**src/rtl/half_sub_ca.sv**
```systemverilog
// Unsigned WIDTH-bit half subtractor (diff = in1 - in2, borrow = in1 < in2) with a
// borrow monitor (sticky flag + saturating counter). Define HALF_SUB_REG_OUT_EN to register diff/borrow.
module half_sub_ca #(
  parameter int unsigned WIDTH = 1,
  parameter int unsigned CNT_W = 16
) (
  input  logic             clk,
  input  logic             rst_n,
  output logic [WIDTH-1:0] diff,
  output logic             borrow,
  input  logic [WIDTH-1:0] in1,
  input  logic [WIDTH-1:0] in2,
  output logic             borrow_seen,
  output logic [CNT_W-1:0] borrow_cnt
);

  localparam logic [CNT_W-1:0] CNT_MAX = '1;

  // One extra bit on the subtraction turns the top bit into the borrow-out.
  logic [WIDTH:0]   sub_c;
  logic [WIDTH-1:0] diff_c;
  logic             borrow_c;

  assign sub_c    = {1'b0, in1} - {1'b0, in2};
  assign diff_c   = sub_c[WIDTH-1:0];
  assign borrow_c = sub_c[WIDTH];

  logic [CNT_W-1:0] cnt_q, cnt_d;
  logic             seen_q, seen_d;

  always_comb begin
    cnt_d  = cnt_q;
    seen_d = seen_q | borrow_c;
    if (borrow_c && (cnt_q != CNT_MAX)) begin
      cnt_d = cnt_q + CNT_W'(1);
    end
  end

  always_ff @(posedge clk or negedge rst_n) begin
    if (!rst_n) begin
      cnt_q  <= '0;
      seen_q <= 1'b0;
    end else begin
      cnt_q  <= cnt_d;
      seen_q <= seen_d;
    end
  end

  assign borrow_cnt  = cnt_q;
  assign borrow_seen = seen_q;

`ifdef HALF_SUB_REG_OUT_EN
  logic [WIDTH-1:0] diff_q;
  logic             borrow_q;

  always_ff @(posedge clk or negedge rst_n) begin
    if (!rst_n) begin
      diff_q   <= '0;
      borrow_q <= 1'b0;
    end else begin
      diff_q   <= diff_c;
      borrow_q <= borrow_c;
    end
  end

  assign diff   = diff_q;
  assign borrow = borrow_q;
`else
  assign diff   = diff_c;
  assign borrow = borrow_c;
`endif

endmodule

```
**config.mk**
```make
export PLATFORM = sky130hd
export DESIGN_NAME = half_sub_ca
export DESIGN_NICKNAME = d
export VERILOG_FILES = /design/src/rtl/half_sub_ca.sv
export SDC_FILE = /design/constraint.sdc
export NUM_CORES = 1
export LEC_CHECK = 0
export BUFFER_PORTS_ARGS = -buffer_cell sky130_fd_sc_hd__buf_2
export CORE_ASPECT_RATIO = 0.75
export CORE_UTILIZATION = 45
export DETAILED_ROUTE_END_ITERATION = 8
export HOLD_SLACK_MARGIN = 0.15
export PLACE_DENSITY = 0.79
export SLEW_MARGIN = 20
export SYNTH_ARGS = -nofsm -noshare
export SYNTH_HDL_FRONTEND = slang
export SYNTH_SLANG_ARGS = --single-unit
```
**constraint.sdc**
```tcl
create_clock -name clk -period 1.73 [get_ports clk]
set_clock_uncertainty 0.15 [all_clocks]
set_input_delay 0.2595 -clock clk [delete_from_list [all_inputs] [get_ports clk]]
set_output_delay 0.2595 -clock clk [all_outputs]
set_load 0.01 [all_outputs]
```
# Word level (Yosys, flattened, before mapping)
# Index checks and enable logic that the tools add are counted.
# totals
output_inout_bits	19
regBits	17
# op_classes
addsub	2
eq_ne	1
bitwise_logic	1
reduce_logical	1
# op_table
op	count
adder 16 x 1 -> 16 bit (second input constant)	1
!= test 16 bit (second input constant)	1
subtractor 1 x 1 -> 2 bit	1
logical AND 1 bit	1
bitwise OR 1 bit	1

# Logic depth before layout (Yosys ltp)
# Gate-level depths: netlist of run 1.
# logic_depth
word_depth	2
ltp_mapped	5
ltp_nobuf	5

# Worst setup path before layout of run 1
# No wires, ideal clock.
# synth_timing
path_type	flip-flop to flip-flop
start	register cnt_q[0], in the netlist borrow_cnt[0]
end	register cnt_q[15], in the netlist borrow_cnt[15]
t_arrival_ns	1.612
period_less_slack_ns	1.902
setup_ns	0.139
path_slack_ns	-0.172
path_stages_with_launch	6
t_required_ns	1.441
path_cell_list	dfrtp_1 ha_1 nand4_1 o41ai_4 nor4b_1 xor2_1
# synth_via
elab_chain_len	2
elab_cells_between_ends	3
classes_between	add/sub (1); eq/ne (1); reduce/logical (1)
# synth_rtl
item	line_no	rtl
start: declaration	28	logic [CNT_W-1:0] cnt_q, cnt_d;
start signal: assignment	44	cnt_q <= cnt_d;
parallel branches: the longest is 2 deep, another holds adder 16 x 1 -> 16 bit	-	
# Several ways; the timed one is not identified.
# A chain may end at the register's enable or synchronous reset.

# Final worst setup path of run 1
# Ends and elaborated chain as after synthesis.

==> results of run 1 <==
[flip-flops by register name (all words and copies together), names as in the netlist]
register and flops:
borrow_cnt 16, borrow_seen 1
[critical path, delay by kind of cell (launching register included)]
kind | cells | cell delay (ns)
AND/OR/NAND/NOR | 2 | 0.44
flip-flops | 1 | 0.44
adder cells (fa/ha/maj) | 1 | 0.17
buffers and inverters | 1 | 0.17
XOR/XNOR | 1 | 0.17
AO/OA/AOI/OAI | 1 | 0.09
[logic make-up (layout without fill, tap and decap cells)]
kind of cell / after synthesis / in the layout
AND/OR/NAND/NOR: 35 / 35
flip-flops: 17 / 17
multiplexers: 2 / 2
buffers and inverters: 5 / 63
AO/OA/AOI/OAI: 7 / 7
XOR/XNOR: 11 / 11
adder cells (fa/ha/maj): 2 / 2
[cells in the mapped netlist, types with 2 or more instances]
| master | n |
|---|---|
| nor3_1 | 3 |
| mux2_2 | 2 |
| dfrtp_1 | 17 |
| o21ai_0 | 2 |
| ha_1 | 2 |
| nor4_1 | 2 |
| xor2_1 | 4 |
| and3_1 | 2 |
| nor2_1 | 5 |
| inv_1 | 5 |
| nand4_1 | 4 |
| nand3_1 | 5 |
| xnor2_1 | 7 |
| nand2_1 | 8 |
[layout make-up]
| type | count | area [um^2] | share of cell area |
|---|---|---|---|
| Timing Repair Buffer | 54 | 353 | 0.269 |
| Tap cell | 22 | 27.5 | 0.0210 |
| Clock buffer | 4 | 26.3 | 0.0200 |
| Multi-Input combinational cell | 57 | 460 | 0.351 |
| Inverter | 5 | 18.8 | 0.0143 |
| Sequential cell | 17 | 427 | 0.325 |
[report_power, final]
group	total [mW]	switching [mW]	internal [mW]	leakage, nW
logic	0.386	0.177	0.209	0.427
registers	0.546	0.0831	0.463	0.211
clock network	0.210	0.120	0.0897	0.0150
total	1.14	0.380	0.762	0.652
[worst max-delay path by stage]
stage	cells past startpoint	to	slack, ns	from
4_1_cts	5	borrow_cnt[4]$_DFFE_PN0P_	-0.02	borrow_cnt[8]$_DFFE_PN0P_
5_1_grt	5	borrow_cnt[4]$_DFFE_PN0P_	-0.05	borrow_cnt[1]$_DFFE_PN0P_
6_report	6	borrow_cnt[15]$_DFFE_PN0P_	0.03	borrow_cnt[0]$_DFFE_PN0P_
3_3_place_gp	5	borrow_cnt[4]$_DFFE_PN0P_	-0.007	borrow_cnt[10]$_DFFE_PN0P_
3_5_place_dp	6	borrow_cnt[15]$_DFFE_PN0P_	-0.05	borrow_cnt[1]$_DFFE_PN0P_
2_1_floorplan	5	borrow_cnt[15]$_DFFE_PN0P_	-0.07	borrow_cnt[1]$_DFFE_PN0P_
[what timing repair did]
item                                    CTS  global route
hold buffers                              1             0
setup buffers                             2             4
endpoints found under the setup margin    8            14
endpoints found under the hold margin    17             0
pin swaps                                 2             8
resized for setup                         3             5
[routing by layer]
layer | GRT usage | up-vias | share of wire | wire [um]
met5 | 0 | - | 0 | 0
met4 | 0.0592 | 0 | 0.0039 | 8
met3 | 0.0698 | 2 | 0.047 | 97
met2 | 0.333 | 28 | 0.47 | 983
met1 | 0.271 | 376 | 0.47 | 984
li1 | - | 401 | - | -
==> results.py, run 1 <==
metrics = {
    "pwr": {
        "p_leak_nw": 0.652,
        "ir_worst_vdd_v": 0.000711,
        "power_density_nw_per_um2": 870,
        "total_power_mw": 1.14,
    },
    "detailed_routing": {
        "post_drt_wl_per_cell_um": 13.0,
        "drt_pre_antenna_iters": 4,
        "drt_iter0_markers": 18,
        "ant_nets": 0,
        "drt_wl_total_um": 2070,
        "viasPerCell": 5.08,
        "vias": 807,
        "drcViolationCount": 0,
    },
    "setup_path": {
        "rr_startpoint": "borrow_cnt[0]$_DFFE_PN0P_",
        "start_kind": "flop",
        "path_cells": "ha_4 > nand4_1 > o41ai_4 > buf_4 > nor4b_2 > xor2_1",
        "required_ns": 1.80,
        "rr_worst_depth": 6,
        "end_kind": "flop",
        "path_class": "reg2reg",
        "reg2reg_to": "borrow_cnt[15]$_DFFE_PN0P_",
        "critPathArrivalTime_ns": 1.77,
        "cpPeakStageDelay_ns": 0.44,
        "rrSetupSlack_ns": 0.03,
        "crit_slowest_cell": "dfrtp_2",
        "cp_max_fo": 4,
    },
    "clock_tree": {
        "htreeDepth": 1,
        "root_buffer": "clkbuf_4",
        "clk_latency_ns": 0.29,
        "clock_path_buffers": 2,
        "clk_pin_slew_ns": 0.09,
        "cts_tree": "done",
        "clock_sinks": 17,
        "numCtsBuffers": 3,
    },
    "yosys": {
        "yosys_warnings": 0,
        "synthesis.nets": 85,
        "synth-seq-cells": 17,
        "yosysTopAreaCell": "dfrtp_1",
        "syn_avg_cell_area_um2": 10.8,
        "netlist_area_um2": 850,
        "synthAdderAreaFrac": 0.0295,
        "synthSimpleGateAreaFrac": 0.227,
        "synth_edf_count": 0,
        "synth_cells": 79,
        "synth_seq_area_share": 0.501,
        "synth_compound_area_frac": 0.0810,
        "synth_mux_area_frac": 0.0265,
        "synth_xor_area_frac": 0.113,
        "ys.flop_type": "dfrtp_1",
        "async_flop_share": 1.00,
        "yosys-top-cells-area": "dfrtp_1, xnor2_1, xor2_1, nand2_1, o41ai_4",
        "synth_cell_types": 25,
        "yosysTopAreaCellShare": 0.501,
        "synth_top_family_by_area": "simple AND/OR/NAND/NOR gates",
    },
    "finish": {
        "post_route_cells_drive_above_1_share": 0.511,
        "fillers": 116,
        "nets": 144,
        "diodes": 0,
        "postLayoutCoreUtil": 0.747,
        "final_common_cell": "buf_4",
        "layout_common_cells": "buf_4, buf_2, dfrtp_1",
        "fin_area_um2": 1310,
        "final_cells": 159,
        "area_delta_synth_final_pct": 54.5,
    },
    "floorplanning": {
        "start_util": 0.484,
        "coreArea_um2": 1760,
        "dieHeight_um": 39.6,
        "die_x_um": 52.2,
        "die-area_um2": 2070,
        "num_rows": 13,
        "ios": 23,
    },
    "grt": {
        "grt_pass1_wl_um": 2910,
        "grt_max_degree": 18,
        "grt.total_usage": 0.209,
        "grt_overflow": 0,
        "antenna_found_initial": 0,
        "grt_pass1_vias": 663,
    },
    "sta": {
        "min_period_ns": 1.70,
        "setup_ws_ns": 0.0265,
        "worst_slew_pin_slew_ns": 0.394,
        "timing.hold.ws_ns": 0.267,
        "fmax_mhz": 587,
        "finalSetupTns_ns": 0,
        "fin_crit_sh": 0.985,
        "slew_headroom": 0.737,
        "finalSetupViolations": 0,
        "finalHoldViolCount": 0,
        "rsz0062_at_grt": "true",
        "drv_slew": 0,
    },
    "placement": {
        "port_buffers": 22,
        "dpl-instance-area_um2": 1180,
        "preCtsSetupSlack_ns": -0.0495,
        "place.detailed.hpwl_um": 1440,
        "gp_congestion": 0.885,
        "place_inst": 148,
    },
    "min_path": {
        "hp-class": "in2async",
    },
    "outcome": {
        "status": "completed",
    },
    "flow_run": {
        "max_cap_violations": 0,
    },
}
(Power assumes the default switching activity.)
==> run 2: changes to the inputs <==
HOLD_SLACK_MARGIN = 0.08   (was 0.15)
PLACE_DENSITY = 0.76   (was 0.79)
clock period = 1.8 ns   (was 1.73 ns; I/O delays follow)
==> run 2 against run 1 <==
  * Clock power shrank 5%
  * Combinational power fell by 19%
  * Setup slack better by 0.0090 ns
  * Largest cell class unchanged
  * Via count is 6.2% lower
  * Final cell count fell by 12%
  * Critical endpoint is now borrow_cnt[7]$_DFFE_PN0P_
  * Power fell by 9.8%
  * Critical path depth stayed put
  * Non-clock buffer count fell by 19
==> results.py, run 2 (synthesized netlist as in run 1, its figures left out) <==
metrics = {
    "detailed_routing": {
        "viasPerCell": 5.41,
        "wl_met2_um": 830,
        "drt-met1-wl_um": 890,
        "dr_wl_met3_um": 116,
        "drt_pre_antenna_iters": 4,
        "ant_nets": 0,
        "drt_iter0_markers": 21,
        "post_drt_wl_per_cell_um": 13.3,
        "vias": 757,
        "drt_wl_total_um": 1870,
        "drcViolationCount": 0,
        "top_layer": "met4",
    },
    "flow_run": {
        "max_cap_violations": 0,
    },
    "clock_tree": {
        "cts_tree": "done",
        "numCtsBuffers": 3,
        "clock_sinks": 17,
        "clock_path_buffers": 2,
        "clk_pin_slew_ns": 0.09,
        "clk_latency_ns": 0.29,
        "root_buffer": "clkbuf_4",
        "htreeDepth": 1,
    },
    "finish": {
        "largest_register_ffs": 16,
        "postLayoutCoreUtil": 0.650,
        "area_delta_synth_final_pct": 34.5,
        "final_common_cell": "buf_2",
        "layout_common_cells": "buf_2, dfrtp_1, buf_4",
        "diodes": 0,
        "nets": 125,
        "fillers": 147,
        "post_route_cells_drive_above_1_share": 0.398,
    },
    "floorplanning": {
        "die_x_um": 52.2,
        "die-area_um2": 2070,
        "num_rows": 13,
        "dieHeight_um": 39.6,
        "start_util": 0.484,
        "ios": 23,
        "coreArea_um2": 1760,
    },
    "sta": {
        "slew_headroom": 0.748,
        "fin_crit_sh": 0.980,
        "drv_slew": 0,
        "timing.hold.ws_ns": 0.268,
        "worst_slew_pin_slew_ns": 0.375,
        "fmax_mhz": 567,
        "finalSetupViolations": 0,
        "min_period_ns": 1.76,
        "rsz0062_at_grt": "true",
        "finalHoldViolCount": 0,
    },
    "setup_path": {
        "path_class": "reg2reg",
        "rrSetupSlack_ns": 0.04,
        "cp_max_fo": 8,
        "rr_worst_depth": 6,
        "start_kind": "flop",
        "rr_startpoint": "borrow_cnt[0]$_DFFE_PN0P_",
        "reg2reg_to": "borrow_cnt[7]$_DFFE_PN0P_",
        "required_ns": 1.82,
        "end_kind": "flop",
        "critPathArrivalTime_ns": 1.78,
    },
    "grt": {
        "grt_overflow": 0,
        "antenna_found_initial": 0,
        "grt_pass1_wl_um": 2900,
        "grt_pass1_vias": 657,
        "grt.total_usage": 0.207,
        "grt_max_degree": 18,
    },
    "pwr": {
        "ir_worst_vdd_v": 0.000707,
        "power_density_nw_per_um2": 902,
        "p_leak_nw": 0.578,
    },
    "min_path": {
        "hp-class": "in2async",
    },
    "placement": {
        "place.detailed.hpwl_um": 1380,
        "port_buffers": 22,
        "gp_congestion": 0.806,
    },
    "outcome": {
        "status": "completed",
    },
}
==> run 2: final cells by class <==
cell class              count  area (um^2)  area share
well taps                  22         27.5      0.0241
flip-flops and latches     17          427       0.373
inverters                   5         18.8      0.0164
repair buffers             35          214       0.187
clock buffers               4         26.3      0.0230
multi-input cells          57          429       0.376
==> run 2: metal layers <==
metal / up-vias / GRT usage
met5: - / 0
met4: 0 / 0.0724
met3: 8 / 0.0659
met2: 37 / 0.343
met1: 351 / 0.257
li1: 361 / -
==> run 2: worst max-delay path: stages, from the launching register on <==
cell	delay (ns)
dfrtp_2	0.39
ha_2	0.20
nand4_1	0.20
o41ai_4	0.29
buf_6	0.19
nor3_1	0.07
xor2_1	0.15
==> run 2: where the power goes <==
group	switching (mW)	leakage, nW	internal, mW
Combinational	0.156	0.352	0.156
Clock	0.113	0.0150	0.0863
Sequential	0.0744	0.211	0.445
==> run 2: stage by stage <==
step	setup TNS, ns	std cells	instance area [um^2]	power, mW	worst slack, ns
floorplan	0	79	853	0.664	0.000293
global placement	0	134	1070	0.825	0.0759
detailed placement	-0.0204	134	1070	0.828	-0.0204
CTS	0	139	1120	1.04	0.0147
global route	-0.117	140	1140	1.10	-0.0322
finish	0	140	1140	1.03	0.0355
==> run 2: repair_timing <==
action                                  in CTS  in global routing
endpoints found under the hold margin       17                  0
hold buffers                                 1                  0
setup buffers                                0                  1
endpoints found under the setup margin       1                  6
pin swaps                                    0                  2
resized for setup                            1                  3
gates cloned                                 0                  0
==> run 2: worst max-delay path by stage <==
stage	from	to	slack, ns
floorplan	borrow_cnt[1]$_DFFE_PN0P_	borrow_cnt[15]$_DFFE_PN0P_	0.0003
global placement	borrow_cnt[1]$_DFFE_PN0P_	borrow_cnt[4]$_DFFE_PN0P_	0.08
detailed placement	borrow_cnt[0]$_DFFE_PN0P_	borrow_cnt[15]$_DFFE_PN0P_	-0.02
CTS	borrow_cnt[0]$_DFFE_PN0P_	borrow_cnt[4]$_DFFE_PN0P_	0.01
global route	borrow_cnt[1]$_DFFE_PN0P_	borrow_cnt[4]$_DFFE_PN0P_	-0.03
finish	borrow_cnt[0]$_DFFE_PN0P_	borrow_cnt[7]$_DFFE_PN0P_	0.04
